[src/rtl/fetch_control.sv]
// fetch_control: instruction fetch sequencer sitting between the PC register,
// instruction memory and a single-entry instruction buffer.
// Optional feature: define FETCH_MISALIGN_CHK_EN to trap misaligned redirect
// targets (sticky fault, enter HALTED). Without it the target is word-aligned
// by clearing its low two bits, and fault is tied low.
module fetch_control #(
    parameter int unsigned PC_STEP = 4
) (
    input  logic        CLK,
    input  logic        nRST,
    input  logic [31:0] current_pc_count,
    output logic [31:0] next_pc_count,
    output logic        wen,
    output logic        iREN,
    output logic [31:0] iaddr,
    input  logic        ihit,
    input  logic [31:0] iload,
    input  logic        stall,
    input  logic        redirect,
    input  logic [31:0] redirect_pc,
    input  logic        halt,
    output logic [31:0] instr,
    output logic        instr_valid,
    output logic        fault
);

    typedef enum logic [1:0] {
        IDLE   = 2'b00,
        FETCH  = 2'b01,
        HALTED = 2'b10
    } state_t;

    state_t      state_q, state_d;
    logic [31:0] instr_q, instr_d;
    logic        valid_q, valid_d;
    logic        iren_c;
    logic        wen_c;
    logic [31:0] next_pc_c;
    logic        misalign;
    logic        stop;

`ifdef FETCH_MISALIGN_CHK_EN
    logic        fault_q, fault_d;
`endif

    // Next-state, buffer update and PC-write decision; priority is
    // halt (incl. misaligned redirect) > redirect > sequential fetch.
    always_comb begin
        state_d   = state_q;
        instr_d   = instr_q;
        valid_d   = valid_q;
        iren_c    = 1'b0;
        wen_c     = 1'b0;
        next_pc_c = current_pc_count + 32'(PC_STEP);
`ifdef FETCH_MISALIGN_CHK_EN
        misalign  = redirect && (redirect_pc[1:0] != 2'b00);
`else
        misalign  = 1'b0;
`endif
        stop      = halt || misalign;

        case (state_q)
            IDLE: begin
                if (stop) begin
                    state_d = HALTED;
                    valid_d = 1'b0;
                end else begin
                    state_d = FETCH;
                    if (redirect) begin
                        wen_c     = 1'b1;
                        next_pc_c = redirect_pc & 32'hFFFF_FFFC;
                        valid_d   = 1'b0;
                    end else if (valid_q && !stall) begin
                        valid_d = 1'b0;
                    end
                end
            end
            FETCH: begin
                if (stop) begin
                    state_d = HALTED;
                    valid_d = 1'b0;
                end else begin
                    // Request only when the buffer is empty or drains this cycle.
                    iren_c = !valid_q || !stall;
                    if (redirect) begin
                        wen_c     = 1'b1;
                        next_pc_c = redirect_pc & 32'hFFFF_FFFC;
                        valid_d   = 1'b0;
                    end else if (iren_c && ihit) begin
                        wen_c   = 1'b1;
                        instr_d = iload;
                        valid_d = 1'b1;
                    end else if (valid_q && !stall) begin
                        valid_d = 1'b0;
                    end
                end
            end
            HALTED: begin
                valid_d = 1'b0;
            end
            default: begin
                state_d = IDLE;
                valid_d = 1'b0;
            end
        endcase

`ifdef FETCH_MISALIGN_CHK_EN
        fault_d = fault_q || (misalign && !halt && (state_q != HALTED));
`endif
    end

    // State and instruction buffer registers.
    always_ff @(posedge CLK or negedge nRST) begin
        if (!nRST) begin
            state_q <= IDLE;
            instr_q <= '0;
            valid_q <= 1'b0;
        end else begin
            state_q <= state_d;
            instr_q <= instr_d;
            valid_q <= valid_d;
        end
    end

`ifdef FETCH_MISALIGN_CHK_EN
    // Sticky misaligned-redirect flag, cleared only by reset.
    always_ff @(posedge CLK or negedge nRST) begin
        if (!nRST) begin
            fault_q <= 1'b0;
        end else begin
            fault_q <= fault_d;
        end
    end

    assign fault = fault_q;
`else
    assign fault = 1'b0;
`endif

    // Strobes are forced low while reset is held, independent of state.
    assign iREN          = iren_c && nRST;
    assign wen           = wen_c && nRST;
    assign next_pc_count = next_pc_c;
    assign iaddr         = current_pc_count;
    assign instr         = instr_q;
    assign instr_valid   = valid_q;

endmodule

[config.mk]
export PLATFORM = sky130hd
export DESIGN_NAME = fetch_control
export DESIGN_NICKNAME = d
export VERILOG_FILES = /design/src/rtl/fetch_control.sv
export SDC_FILE = /design/constraint.sdc
export NUM_CORES = 1
export LEC_CHECK = 0
export CORE_ASPECT_RATIO = 1.1
export CORE_MARGIN = 2
export CORE_UTILIZATION = 34
export DETAILED_ROUTE_END_ITERATION = 8
export PLACE_DENSITY = 0.83
export REMOVE_ABC_BUFFERS = 1
export SLEW_MARGIN = 20
export SYNTH_ARGS = -nofsm -noshare
export SYNTH_HDL_FRONTEND = slang
export SYNTH_SLANG_ARGS = --single-unit
[constraint.sdc]
create_clock -name CLK -period 2.59 [get_ports CLK]
set_clock_uncertainty 0.05 [all_clocks]
set_input_delay 0.518 -clock CLK [delete_from_list [all_inputs] [get_ports CLK]]
set_output_delay 0.518 -clock CLK [all_outputs]
set_load 0.1 [all_outputs]
==> metrics, run 1 <==
outcome completed; Routed Antenna Nets 0; global-route wire length before repair 15.20 mm; min Tclk post-route 2.556 ns; CTS root buf clkbuf_8; crit-path cells buf_6 -> nand4_1 -> buf_4 -> nor4_4 -> buf_6 -> nand4_1 -> xor2_1 -> a21oi_2 -> buf_12; vias in the first global route 3127; Register-to-Register Path Depth 5; DPL Wire Length 7.900 mm; worst setup margin 0.03362 ns; EDFF count, synth 0; DRT iter0 DRCs 73; drt via density 4.993; setup violators final 0; Synth-to-Final Area Change 122.5%; Cells after Synth 265; top_reg_cell synth dfrtp_1; H-tree depth 2; max incr delay on CP 0.23 ns; Peak Freq 0.3912 GHz; worst-margin pin slew 0.4662 ns; DRC viols 0; clk slew on worst S/H paths 0.07 ns; synth unique cells 35; Cell Rows 32; WP buf/inv 4; Clock Latency Late Sink 0.29 ns; setup slack, reg-to-reg 0.89 ns; Place WS -0.5167 ns; vias 2891; I/O Buffers 198; Crit-path slowest cell a21oi_2; post-synth top area share 0.3467; commonest cells after routing, fill and taps aside buf_4, clkdlybuf4s50_1, buf_12, dfrtp_1, mux2_2; Crit. End Element primary output; ANT cells 0; Hold Violations, Final 0; initial antenna violation count 0; chip width 86.19 um; Pleak 2.639 nW; Yosys reg bits 35; layout cell share with drive strength beyond 1 0.5385; Die Area 8136 um^2; largest cells by area after synthesis dfrtp_1, mux2_2, buf_4; final setup TNS 0 ns; Yosys warnings 0; Power Density 462.1 nW/um^2; core box area 7127 um^2; HP Class input pin to asynchronous set/reset pin; hold buffers post-CTS 0; Max Cap Viol 0; drt pass-1 iters 5; register area share after synthesis 0.3467; DR WL/cell 18.17 um; I/O pin cnt 202; CP Class input pin to primary output; die height 94.41 um; syn avg cell area 9.533 um^2; crit path launch type input pin; WP data required 2.02 ns; largest net degree at the start of global routing 34; Placed Cells 557; Arr. time, crit path 1.99 ns; area leader, netlist dfrtp_1; Total Routing Usage GR 0.2396; Clock Sinks 35; Layout Cells excl Fill 579; Largest delay share family, worst path buffers and inverters; Final nets 596; Pins Over Slew Limit 0; grt total ovfl 0; Final period util 0.9870; Routed WL 10.52 mm; most common cell after layout, fill and taps aside buf_4; R2R Path End instr[4]; reg2reg start state_q[1]; TritonCTS clock tree yes; worst-path fanout max 7; Setup crit start current_pc_count[9]; worst-case clock buffer depth 2; post-synthesis async set-or-reset flop share 1.000; total power 2.598 mW; Rel. slew slack 0.6812; Peak VDD IR 0.0005555 V; GPL Wtd Cong 0.8256; Starting Density 0.3545; CTS buffer count 5; Cell Area, Synth 2526 um^2
[stage by stage]
step / cell area [um^2] / utilization / hold slack (ns)
global placement: 5290 / 0.7423 / 0.3907
detailed placement: 5290 / 0.7423 / 0.4313
global route: 5622 / 0.7888 / 0.4066
CTS: 5517 / 0.7741 / 0.4022
floorplan: 2211 / - / 0.1724
finish: 5622 / 0.7888 / 0.4051
[where the power goes]
group / total (mW) / internal (mW) / switching [mW] / leakage, nW
clock: 0.381 / 0.189 / 0.193 / 0.0422
combinational: 1.60 / 0.555 / 1.05 / 2.12
sequential: 0.615 / 0.588 / 0.0266 / 0.478
total: 2.60 / 1.33 / 1.27 / 2.64
[layout make-up]
type                    instances  area (um^2)
repair buffers                263         3060
flip-flops and latches         35        875.8
clock buffers                   7        76.32
inverters                       1        3.754
clock inverters                 1        5.005
fillers                       410         1505
multi-input cells             187         1494
well taps                      85        106.4
[flip-flops by register name, summed over array words and instances (netlist names)]
signal,flops
instr_valid,1
instr,32
state_q,2
[worst register-to-register path: stages, from the launching register on]
cell and delay (ns):
dfrtp_1 0.43, nor2_4 0.16, nand4_1 0.16, nor2_2 0.17
buf_12 0.22, mux2_2 0.38
[cell usage after synthesis, types with 2 or more instances]
cell type	count
clkbuf_1	3
mux2_2	32
a21oi_1	26
a21oi_2	2
and4_1	2
nor2_1	34
nand3_1	9
xnor2_1	11
nand2_1	14
dfrtp_1	35
and2_1	5
mux2_1	2
xor2_1	17
and3_1	2
buf_4	36
and3_2	2
nand4_1	9
buf_6	3
nor3_1	5
[metal layers]
metal / global-route usage / vias up / wire [um]
li1: - / 1338 / -
met1: 0.2400 / 1369 / 3789
met2: 0.4638 / 170 / 5566
met3: 0.08042 / 14 / 1029
met4: 0.07161 / 0 / 136
met5: 0 / - / 0
[cell families after synthesis]
| family | share of synthesized area |
|---|---|
| and+or+nand+nor | 0.2050 |
| buffers and inverters | 0.1263 |
| DFF | 0.3467 |
| muxes | 0.1516 |
| AOI/OAI and AO/OA | 0.06686 |
| xor gates and xnor gates | 0.09708 |
| adders and majority gates | 0.004952 |
| other | 0.001484 |
[worst max path at each step]
stage / cells after the start / endpoint
global placement: 8 / next_pc_count[30]
floorplan: 3 / wen
CTS: 7 / next_pc_count[30]
global route: 9 / next_pc_count[23]
detailed placement: 8 / next_pc_count[30]
finish: 9 / next_pc_count[26]
[timing repair]
item / 4_1_cts / 5_1_grt
pin swaps: 16 / 13
gates resized for setup: 95 / 47
buffers inserted: 4 / 9
setup endpoints to repair: 31 / 30
cloned: 0 / 1
Note: power is estimated with default switching activity, not from simulation.
==> run 2: changes to the inputs <==
- GPL_TIMING_DRIVEN: unset -> 0
==> run 2 against run 1 <==
  * The flow now finishes with violations (negative setup slack)
  * Critical path type unchanged
  * Critical path depth decreased by 2
  * Maximum frequency is 1.9% lower
  * Largest cell class unchanged
  * Total power down 9.8%
==> metrics, run 2 (same netlist as run 1, synthesis figures left out) <==
outcome finished with violations; failing checks negative setup slack; Pins Over Slew Limit 0; Min Hold Slack 0.1178 ns; setup slack, reg-to-reg 0.54 ns; Register-to-Register Path Depth 6; CTS buffer count 5; vias in the first global route 2740; Routed Antenna Nets 0; Die Area 8136 um^2; die height 94.41 um; I/O Buffers 198; R2R Path End instr[1]; Max Cap Viol 0; chip width 86.19 um; Hold Violations, Final 0; DR WL/cell 16.82 um; WP data required 2.02 ns; Placed Cells 509; TritonCTS clock tree yes; placed instance area 4379 um^2; drt via density 5.023; H-tree depth 2; crit path launch type input pin; clk slew on worst S/H paths 0.07 ns; initial antenna violation count 0; Clock Latency Late Sink 0.28 ns; met2 usage in global routing 0.3895; Clock Sinks 35; Final nets 544; Layout Cells excl Fill 525; DRT iter0 DRCs 75; GR peak layer met2; Power Density 504.6 nW/um^2; Synth-to-Final Area Change 83.70%; Crit. End Element primary output; Peak Freq 0.3839 GHz; worst-margin pin slew 1.016 ns; Pleak 2.025 nW; Final period util 1.006; DRC viols 0; RSZ-0062 raised after global routing true; global-route wire length before repair 13.54 mm; design area 4641 um^2; most common cell after layout, fill and taps aside clkdlybuf4s50_1; HP Class input pin to asynchronous set/reset pin; Total Routing Usage GR 0.2090; setup violators final 3; Starting Density 0.3545; GPL Wtd Cong 0.7640; largest net degree at the start of global routing 24; layout cell share with drive strength beyond 1 0.3182; ANT cells 0; Arr. time, crit path 2.04 ns; reg2reg start state_q[1]; hold buffers post-CTS 0; M1 GR Usage 0.2227; Peak VDD IR 0.0005599 V; Rel. slew slack 0.3207; Routed WL 8.832 mm; worst setup margin -0.01480 ns; worst-case clock buffer depth 2; CP Class input pin to primary output; Cell Rows 32; worst-path fanout max 6; met3 global-route usage 0.07692; drt pass-1 iters 4; grt total ovfl 0; Place WS -1.520 ns; total power 2.342 mW; CTS root buf clkbuf_8; Largest register FFs 32; vias 2637; core box area 7127 um^2; DPL Wire Length 6.680 mm; commonest cells after routing, fill and taps aside clkdlybuf4s50_1, dfrtp_1, mux2_2, nor2_1, a21oi_1; min Tclk post-route 2.605 ns; I/O pin cnt 202
## run 2: changes by cell type in the layout (fill, tap and decap cells not counted), moves of 13 or more
| cell | change |
|---|---|
| buf_4 | -75 |
| buf_2 | +15 |
| a21oi_2 | -13 |
| buf_12 | -65 |
| clkdlybuf4s50_1 | +54 |
| dlygate4sd2_1 | +14 |
## run 2: critical path, stage by stage
cell             delay [ns]
clkdlybuf4s15_2        0.29
nand3_4                0.15
nor3_2                 0.30
nand4b_1               0.15
xor2_1                 0.17
a21oi_1                0.19
buf_6                  0.25
## run 2: what timing repair did
item / in CTS / in global routing
setup endpoints to repair: 66 / 36
gates resized for setup: 357 / 27
pin swaps: 19 / 8
cloned: 1 / 0
setup buffers: 7 / 2
## run 2: per-stage QoR
stage | utilization | setup TNS [ns]
6_report | 0.6512 | -0.02834
5_1_grt | 0.6512 | -0.6732
4_1_cts | 0.6448 | -0.1015
3_5_place_dp | 0.6145 | -50.81
3_3_place_gp | 0.6032 | -111.11
2_1_floorplan | - | -51.26
## run 2: layout make-up
| type | instances | area [um^2] |
|---|---|---|
| Clock buffer | 6 | 72.57 |
| Fill cell | 542 | 2486 |
| Inverter | 1 | 3.754 |
| Multi-Input combinational cell | 187 | 1490 |
| Sequential cell | 35 | 875.8 |
| Tap cell | 85 | 106.4 |
| Timing Repair Buffer | 211 | 2092 |
## run 2: power by group
part           internal [mW]  switching (mW)
logic                  0.378           0.996
clock network          0.179           0.176
registers              0.588          0.0256
total                   1.14            1.20
## run 2: worst max-delay path by stage
stage,start,endpoint,slack [ns]
3_5_place_dp,current_pc_count[2],next_pc_count[30],-1.52
5_1_grt,current_pc_count[6],next_pc_count[30],-0.12
3_3_place_gp,halt,next_pc_count[23],-1.97
6_report,current_pc_count[4],next_pc_count[29],-0.01
4_1_cts,current_pc_count[9],next_pc_count[30],-0.08
2_1_floorplan,halt,wen,-1.98
## run 2: layer usage
| metal | vias to the layer above | part of all wire | routed length [um] |
|---|---|---|---|
| li1 | 1237 | - | - |
| met1 | 1229 | 0.37 | 3267 |
| met2 | 161 | 0.50 | 4432 |
| met3 | 10 | 0.12 | 1035 |
| met4 | 0 | 0.011 | 97 |
| met5 | - | 0 | 0 |
